==> config.mk <==
export PLATFORM = sky130hd
export DESIGN_NAME = multicycle_control_unit
export DESIGN_NICKNAME = d
export VERILOG_FILES = /design/src/rtl/cpu_ctrl_pkg.sv /design/src/rtl/opcode_class_decode.sv /design/src/rtl/multicycle_control_unit.sv
export SDC_FILE = /design/constraint.sdc
export NUM_CORES = 1
export LEC_CHECK = 0
export ABC_AREA = 1
export BUFFER_PORTS_ARGS = -buffer_cell sky130_fd_sc_hd__buf_2
export CELL_PAD_IN_SITES_DETAIL_PLACEMENT = 1
export CELL_PAD_IN_SITES_GLOBAL_PLACEMENT = 2
export CORE_MARGIN = 2
export CORE_UTILIZATION = 28
export DETAILED_ROUTE_END_ITERATION = 8
export GPL_TIMING_DRIVEN = 0
export PLACE_DENSITY_LB_ADDON = 0.15
export SLEW_MARGIN = 20
export SYNTH_ARGS = -nofsm -noshare
export SYNTH_HDL_FRONTEND = slang
export SYNTH_HIERARCHICAL = 1
export SYNTH_SLANG_ARGS = --single-unit
==> constraint.sdc <==
create_clock -name clk -period 4.11 [get_ports clk]
set_clock_uncertainty 0.15 [all_clocks]
set_input_delay 0.2055 -clock clk [delete_from_list [all_inputs] [get_ports clk]]
set_output_delay 0.2055 -clock clk [all_outputs]
set_load 0.01 [all_outputs]
==> src/rtl/cpu_ctrl_pkg.sv <==
// Shared control-path definitions: opcodes, FSM state encoding, memory size codes, opcode classes.
// Latency: n/a (declarations only).
// Backpressure: n/a.
//
// The datapath imports the same package so that the state and size encodings seen on the
// control-unit ports have one definition.
package cpu_ctrl_pkg;

    // Opcode map (6-bit instruction opcode field)
    localparam logic [5:0] OP_RTYPE = 6'b000000;
    localparam logic [5:0] OP_ADDI  = 6'b000110;
    localparam logic [5:0] OP_ANDI  = 6'b000111;
    localparam logic [5:0] OP_SUBI  = 6'b001000;
    localparam logic [5:0] OP_ORI   = 6'b001001;
    localparam logic [5:0] OP_BEQ   = 6'b001010;
    localparam logic [5:0] OP_BNEQ  = 6'b001011;
    localparam logic [5:0] OP_BGEZ  = 6'b001100;
    localparam logic [5:0] OP_SLTI  = 6'b001101;
    localparam logic [5:0] OP_LH    = 6'b001110;
    localparam logic [5:0] OP_LW    = 6'b001111;
    localparam logic [5:0] OP_SB    = 6'b010000;
    localparam logic [5:0] OP_SH    = 6'b010001;
    localparam logic [5:0] OP_SW    = 6'b010010;
    localparam logic [5:0] OP_LUI   = 6'b010011;
    localparam logic [5:0] OP_LB    = 6'b010100;
    localparam logic [5:0] OP_J     = 6'b010101;
    localparam logic [5:0] OP_JR    = 6'b010110;
    localparam logic [5:0] OP_JAL   = 6'b010111;

    // FSM state encoding, visible on the state port
    typedef enum logic [3:0] {
        S_FETCH  = 4'd0,
        S_DECODE = 4'd1,
        S_EXEC   = 4'd2,
        S_WB_ALU = 4'd3,
        S_BRANCH = 4'd4,
        S_JUMP   = 4'd5,
        S_ADDR   = 4'd6,
        S_MEM_RD = 4'd7,
        S_MEM_WR = 4'd8,
        S_WB_MEM = 4'd9,
        S_ERR    = 4'd10,
        S_TRAP   = 4'd11
    } state_t;

    // Opcode classes produced by opcode_class_decode
    typedef enum logic [2:0] {
        CLS_RTYPE   = 3'd0,
        CLS_IMM     = 3'd1,
        CLS_BRANCH  = 3'd2,
        CLS_JUMP    = 3'd3,
        CLS_LOAD    = 3'd4,
        CLS_STORE   = 3'd5,
        CLS_ILLEGAL = 3'd6
    } op_class_t;

    // mem_read size codes
    localparam logic [1:0] MRD_NONE = 2'b00;
    localparam logic [1:0] MRD_WORD = 2'b01;
    localparam logic [1:0] MRD_HALF = 2'b10;
    localparam logic [1:0] MRD_BYTE = 2'b11;

    // mem_write size codes (note: ordering differs from mem_read)
    localparam logic [1:0] MWR_NONE = 2'b00;
    localparam logic [1:0] MWR_BYTE = 2'b01;
    localparam logic [1:0] MWR_HALF = 2'b10;
    localparam logic [1:0] MWR_WORD = 2'b11;

    // alu_src operand select
    localparam logic [1:0] ASRC_REG = 2'b00;
    localparam logic [1:0] ASRC_IMM = 2'b01;
    localparam logic [1:0] ASRC_BR  = 2'b10;

    // Read size for a load opcode; LUI (and anything else) reads nothing.
    function automatic logic [1:0] load_size(input logic [5:0] op);
        case (op)
            OP_LW:   return MRD_WORD;
            OP_LH:   return MRD_HALF;
            OP_LB:   return MRD_BYTE;
            default: return MRD_NONE;
        endcase
    endfunction

    // Write size for a store opcode.
    function automatic logic [1:0] store_size(input logic [5:0] op);
        case (op)
            OP_SB:   return MWR_BYTE;
            OP_SH:   return MWR_HALF;
            OP_SW:   return MWR_WORD;
            default: return MWR_NONE;
        endcase
    endfunction

endpackage

==> src/rtl/opcode_class_decode.sv <==
// Classifies an opcode into the instruction class that drives FSM routing.
// Latency: combinational, zero cycles.
// Backpressure: none; pure function of the opcode input.
//
// Ports: opcode (in, OPCODE_W) -> op_class (out, op_class_t). Unlisted opcodes map to CLS_ILLEGAL.
module opcode_class_decode
    import cpu_ctrl_pkg::*;
#(
    parameter int OPCODE_W = 6
) (
    input  logic [OPCODE_W-1:0] opcode,
    output op_class_t           op_class
);

    always_comb begin
        op_class = CLS_ILLEGAL;
        case (opcode)
            OPCODE_W'(OP_RTYPE):                    op_class = CLS_RTYPE;
            OPCODE_W'(OP_ADDI), OPCODE_W'(OP_ANDI),
            OPCODE_W'(OP_SUBI), OPCODE_W'(OP_ORI),
            OPCODE_W'(OP_SLTI):                     op_class = CLS_IMM;
            OPCODE_W'(OP_BEQ), OPCODE_W'(OP_BNEQ),
            OPCODE_W'(OP_BGEZ):                     op_class = CLS_BRANCH;
            OPCODE_W'(OP_J), OPCODE_W'(OP_JR),
            OPCODE_W'(OP_JAL):                      op_class = CLS_JUMP;
            OPCODE_W'(OP_LH), OPCODE_W'(OP_LW),
            OPCODE_W'(OP_LUI), OPCODE_W'(OP_LB):    op_class = CLS_LOAD;
            OPCODE_W'(OP_SB), OPCODE_W'(OP_SH),
            OPCODE_W'(OP_SW):                       op_class = CLS_STORE;
            default:                                op_class = CLS_ILLEGAL;
        endcase
    end

endmodule

==> src/rtl/multicycle_control_unit.sv <==
// Multicycle CPU control FSM: sequences fetch/decode/execute/memory/writeback per instruction.
// Latency: 3 to 5 states per instruction plus mem_ready wait cycles in FETCH/MEM_RD/MEM_WR.
// Backpressure: memory states hold mem_req until mem_ready; MEM_TIMEOUT waits without it -> ERR.
//
// Ports: clk, reset (sync, active-high); opcode, mem_ready in; mem_req, mem_read[1:0],
// mem_write[1:0], alu_src[1:0], alu_op[ALUOP_W-1:0], pc_write, ir_write, reg_dst, jump, branch,
// mem_to_reg, reg_write, instr_done, bus_err, state[3:0] out.
// Build option: define ILLEGAL_TRAP_EN to send unlisted opcodes to a sticky TRAP state with
// bus_err; otherwise they retire immediately back to FETCH with an instr_done pulse.
module multicycle_control_unit
    import cpu_ctrl_pkg::*;
#(
    parameter int OPCODE_W    = 6,
    parameter int ALUOP_W     = 6,
    parameter int MEM_TIMEOUT = 15
) (
    input  logic                clk,
    input  logic                reset,
    input  logic [OPCODE_W-1:0] opcode,
    input  logic                mem_ready,
    output logic                mem_req,
    output logic                pc_write,
    output logic                ir_write,
    output logic                reg_dst,
    output logic                jump,
    output logic                branch,
    output logic                mem_to_reg,
    output logic                reg_write,
    output logic                instr_done,
    output logic                bus_err,
    output logic [1:0]          mem_read,
    output logic [1:0]          mem_write,
    output logic [1:0]          alu_src,
    output logic [ALUOP_W-1:0]  alu_op,
    output logic [3:0]          state
);

    state_t              state_q;
    state_t              state_d;
    logic [OPCODE_W-1:0] op_q;
    logic [7:0]          wait_cnt;
    logic [OPCODE_W-1:0] dec_in;
    op_class_t           op_cls;
    logic [5:0]          op6;
    logic                timeout;
    logic                mem_state;
    logic                is_rtype;

    // In DECODE the live opcode is classified for routing; afterwards only the latched copy is
    // used, so the IR may change under us without affecting the instruction in flight.
    assign dec_in = (state_q == S_DECODE) ? opcode : op_q;

    opcode_class_decode #(
        .OPCODE_W (OPCODE_W)
    ) u_cls (
        .opcode   (dec_in),
        .op_class (op_cls)
    );

    assign op6       = 6'(op_q);
    assign is_rtype  = (op_cls == CLS_RTYPE);
    assign mem_state = (state_q == S_FETCH) || (state_q == S_MEM_RD) || (state_q == S_MEM_WR);
    // wait_cnt counts completed wait cycles; this is the last cycle we are willing to wait.
    assign timeout   = (wait_cnt == 8'(MEM_TIMEOUT - 1));
    assign state     = state_q;

    always_ff @(posedge clk) begin
        if (reset) begin
            state_q  <= S_FETCH;
            op_q     <= '0;
            wait_cnt <= '0;
        end else begin
            state_q <= state_d;
            if (state_q == S_DECODE) begin
                op_q <= opcode;
            end
            // Any state change clears the counter, so every memory state starts from zero.
            if (state_d != state_q) begin
                wait_cnt <= '0;
            end else if (mem_state) begin
                wait_cnt <= wait_cnt + 8'd1;
            end
        end
    end

    always_comb begin
        state_d    = state_q;
        mem_req    = 1'b0;
        mem_read   = MRD_NONE;
        mem_write  = MWR_NONE;
        alu_src    = ASRC_REG;
        alu_op     = '0;
        pc_write   = 1'b0;
        ir_write   = 1'b0;
        reg_dst    = 1'b0;
        jump       = 1'b0;
        branch     = 1'b0;
        mem_to_reg = 1'b0;
        reg_write  = 1'b0;
        instr_done = 1'b0;
        bus_err    = 1'b0;

        case (state_q)
            S_FETCH: begin
                mem_req  = 1'b1;
                mem_read = MRD_WORD;
                // IR/PC update is qualified by mem_ready so it happens exactly once, on the
                // cycle the instruction word is on the bus.
                if (mem_ready) begin
                    ir_write = 1'b1;
                    pc_write = 1'b1;
                    state_d  = S_DECODE;
                end else if (timeout) begin
                    state_d = S_ERR;
                end
            end

            S_DECODE: begin
                case (op_cls)
                    CLS_RTYPE, CLS_IMM:   state_d = S_EXEC;
                    CLS_BRANCH:           state_d = S_BRANCH;
                    CLS_JUMP:             state_d = S_JUMP;
                    CLS_LOAD, CLS_STORE:  state_d = S_ADDR;
                    default: begin
`ifdef ILLEGAL_TRAP_EN
                        state_d = S_TRAP;
`else
                        instr_done = 1'b1;
                        state_d    = S_FETCH;
`endif
                    end
                endcase
            end

            S_EXEC: begin
                alu_op  = is_rtype ? '1 : ALUOP_W'(op_q);
                alu_src = is_rtype ? ASRC_REG : ASRC_IMM;
                state_d = S_WB_ALU;
            end

            S_WB_ALU: begin
                reg_write  = 1'b1;
                reg_dst    = ~is_rtype;
                instr_done = 1'b1;
                state_d    = S_FETCH;
            end

            S_BRANCH: begin
                branch     = 1'b1;
                alu_src    = ASRC_BR;
                alu_op     = ALUOP_W'(op_q);
                instr_done = 1'b1;
                state_d    = S_FETCH;
            end

            S_JUMP: begin
                jump       = 1'b1;
                pc_write   = 1'b1;
                reg_write  = (op_q == OPCODE_W'(OP_JAL));
                instr_done = 1'b1;
                state_d    = S_FETCH;
            end

            S_ADDR: begin
                alu_src = ASRC_IMM;
                alu_op  = ALUOP_W'(OP_ADDI);
                state_d = (op_cls == CLS_LOAD) ? S_MEM_RD : S_MEM_WR;
            end

            S_MEM_RD: begin
                // LUI shares the load path for writeback but never touches memory.
                if (op_q == OPCODE_W'(OP_LUI)) begin
                    state_d = S_WB_MEM;
                end else begin
                    mem_req  = 1'b1;
                    mem_read = load_size(op6);
                    if (mem_ready) begin
                        state_d = S_WB_MEM;
                    end else if (timeout) begin
                        state_d = S_ERR;
                    end
                end
            end

            S_MEM_WR: begin
                mem_req   = 1'b1;
                mem_write = store_size(op6);
                if (mem_ready) begin
                    instr_done = 1'b1;
                    state_d    = S_FETCH;
                end else if (timeout) begin
                    state_d = S_ERR;
                end
            end

            S_WB_MEM: begin
                mem_to_reg = 1'b1;
                reg_write  = 1'b1;
                reg_dst    = 1'b1;
                instr_done = 1'b1;
                state_d    = S_FETCH;
            end

            // Both error states are sticky until reset.
            S_ERR: begin
                bus_err = 1'b1;
            end

            S_TRAP: begin
                bus_err = 1'b1;
            end

            default: begin
                state_d = S_FETCH;
            end
        endcase
    end

endmodule

==> impl_metrics.tcl <==
set metrics [dict create \
    yosys.area_share.adder 0.0471 \
    antenna_found_initial 0 \
    clk_pin_slew_ns 0.08 \
    final_common_cell "nand2_1" \
    p_total_mw 1.69 \
    wire_per_inst_um 12.7 \
    critPathMostFrequentCell "nand2_1" \
    p_comb_frac 0.752 \
    hpwlAfterDp_um 4020 \
    critPathBufInv 5 \
    cts_setup_buffers 0 \
    hp-class "in2reg" \
    worstHoldStart "opcode[2]" \
    die_y_um 79.5 \
    vias 1738 \
    switching_share 0.583 \
    synth_edf_count 0 \
    nNetsFinal 323 \
    synth_nets 285 \
    ys_types 30 \
    irDropWorstVdd_mv 0.353 \
    relSlewSlack 0.622 \
    tightest_slew_ns 0.567 \
    antenna_cells 0 \
    cp-end-kind "flop" \
    max_freq_ghz 0.273 \
    arrival_ns 3.71 \
    cts_hold_buf 0 \
    synth_compound_area_frac 0.125 \
    dp_cells 375 \
    clock_latency_ns 0.26 \
    io_pins 35 \
    drt-initial-drc-count 65 \
    power_density_nw_per_um2 888 \
    p_int_mw 0.706 \
    synth_xor_xnor_area_share 0.0384 \
    async_flop_share 0 \
    max_stage_delay_ns 0.53 \
    first_pass_iters 4 \
    drcViolationCount 0 \
    pwr-share-seq 0.156 \
    final-instance-count-excl-fill 379 \
    worstSetupStartpointType "flop" \
    cp_top_family "simple AND/OR/NAND/NOR gates" \
    avgViaCountPerCell 4.59 \
    p_sw_mw 0.988 \
    ys_seq_area_frac 0.226 \
    start_util 0.290 \
    grt_max_degree 11 \
    grt-ovfl-total 0 \
    setup_tns_ns 0 \
    drive_gt1_frac 0.225 \
    wl_um 4820 \
    numCtsBuffers 3 \
    ant_nets 0 \
    cts_sinks 18 \
    area_delta_synth_final_pct 19.6 \
    crit_path_top_delay_cell "dfxtp_1" \
    synthSimpleGateAreaFrac 0.427 \
    muxShareOfSynthArea 0 \
    synth_area_per_cell_um2 5.91 \
    p_clk_frac 0.092 \
    synthFlopType "dfxtp_1" \
    hold_viol 0 \
    worstSetupStartpoint "state[0]$_SDFF_PP0_" \
    die_area_um2 6320 \
    syn_inst 270 \
    clock_path_buffers 2 \
    grt_util_all_layers 0.157 \
    cap_viol_max_count 0 \
    core-area_um2 5510 \
    grt_pass1_wl_um 7750 \
    grt_setup_unrepaired "no" \
    gp_congestion 0.760 \
    mostFrequentLayoutCells "56 x nand2_1, 44 x inv_1, 43 x nor2_1" \
    port-buffer-count 33 \
    worstReg2RegStart "state[0]$_SDFF_PP0_" \
    min_period_ns 3.66 \
    rows 27 \
    n_fill_cell 769 \
    tritoncts "done" \
    crit_fanout 10 \
    synth_top_family_by_area "simple AND/OR/NAND/NOR gates" \
    synth_area_um2 1600 \
    die_w_um 79.5 \
    yosys_warnings 6 \
    grt_pass1_vias 1649 \
    root_buffer "clkbuf_8" \
    worstSetupPathType "reg2reg" \
    htreeDepth 1 \
    ys_ff_latch 18 \
    cts_resized 0 \
    maxSlewViolCount 0 \
    path_cells "inv_2 -> nor2_2 -> nand2_2 -> clkbuf_1 -> o21ai_0 -> inv_1 -> inv_1 -> nand3_1 -> nand3_1 -> o21ai_1 -> nand2_1 -> nand2_1 -> ha_1 -> nor2_1 -> nand2_1 -> nor2_1 -> inv_1 -> nand4_1 -> nand2_1 -> nand2_1 -> nand3_2 -> nor2_1" \
    cp_data_required_time_ns 4.16 \
    status "completed" \
    setup_violations 0 \
    fin_crit_sh 0.890 \
    leakage_nw 1.03 \
]
Yosys cell counts, types with 3 or more instances:
cell type	instances	area [um^2]
o21ai_0	22	110
ha_1	6	75.1
xnor2_1	3	26.3
nand2_2	8	50.1
dfxtp_1	18	360
nor2_1	44	165
inv_1	44	165
nand3_2	4	40.0
inv_2	6	22.5
nand2_1	56	210
a21oi_1	8	40.0
nor2_2	5	31.3
xor2_1	4	35.0
nor3_1	3	15.0
nand4_1	4	25.0
nand3_1	17	85.1
power groups by stage:
stage                     sequential [mW]  clock, mW  combinational [mW]
final                               0.264      0.156                1.27
after detailed placement            0.268          0                1.28
after global routing                0.270      0.165                1.48
after global placement              0.267          0                1.27
after CTS                           0.264      0.159                1.28
after floorplan                     0.262          0               0.937
cell type report:
type / count / area, um^2 / area share
inverter: 51 / 196 / 0.103
clock buffer: 4 / 55.1 / 0.0289
sequential: 18 / 360 / 0.189
buffer: 4 / 22.5 / 0.0118
timing repair buffer: 33 / 165 / 0.0866
tap: 72 / 90.1 / 0.0472
multi-input combinational: 197 / 1020 / 0.534
tightest hold or removal path, delay by kind of cell:
kind | cells | cell delay, ns
compound gates | 1 | 0.10
simple gates | 1 | 0.09
buf+inv | 1 | 0.07
path summary, 6_finish.rpt:
path	to	slack, ns	cells after the start
worst min-delay path	op6[2]$_SDFF_PP0_	0.08	3
worst min register to register	wait_cnt[7]$_SDFFE_PP0P_	0.39	2
worst max register to register	wait_cnt[2]$_SDFFE_PP0P_	0.45	22
worst max-delay path	wait_cnt[2]$_SDFFE_PP0P_	0.45	22
registers in the layout, summed over array words and instances, names as in the netlist:
name      cells
wait_cnt      8
op6           6
state         4
metrics by stage:
| step | setup WS, ns | area, um^2 | hold WS (ns) | utilization |
|---|---|---|---|---|
| floorplan | 1.12 | 1600 | 0.254 | - |
| global placement | 0.439 | 1850 | 0.356 | 0.336 |
| detailed placement | 0.389 | 1850 | 0.363 | 0.336 |
| CTS | 0.350 | 1910 | 0.0909 | 0.346 |
| global route | 0.0347 | 1910 | 0.138 | 0.347 |
| finish | 0.453 | 1910 | 0.0846 | 0.347 |
metal layers:
| layer | track usage | vias to the layer above | part of all wire | wire [um] |
|---|---|---|---|---|
| met5 | 0 | - | 0 | 0 |
| met4 | 0.0414 | 0 | 0.013 | 61 |
| met3 | 0.0170 | 5 | 0.026 | 127 |
| met2 | 0.254 | 25 | 0.42 | 2010 |
| met1 | 0.220 | 789 | 0.54 | 2620 |
| li1 | - | 919 | - | - |
cell families (layout without fill, tap and decap cells):
logic type | count (synthesis) | after routing
AO/OA/AOI/OAI | 37 | 37
XOR/XNOR | 7 | 7
adder cells (fa/ha/maj) | 6 | 6
buffers and inverters | 55 | 92
flip-flops | 18 | 18
AND/OR/NAND/NOR | 147 | 147
(Power assumes the default switching activity.)
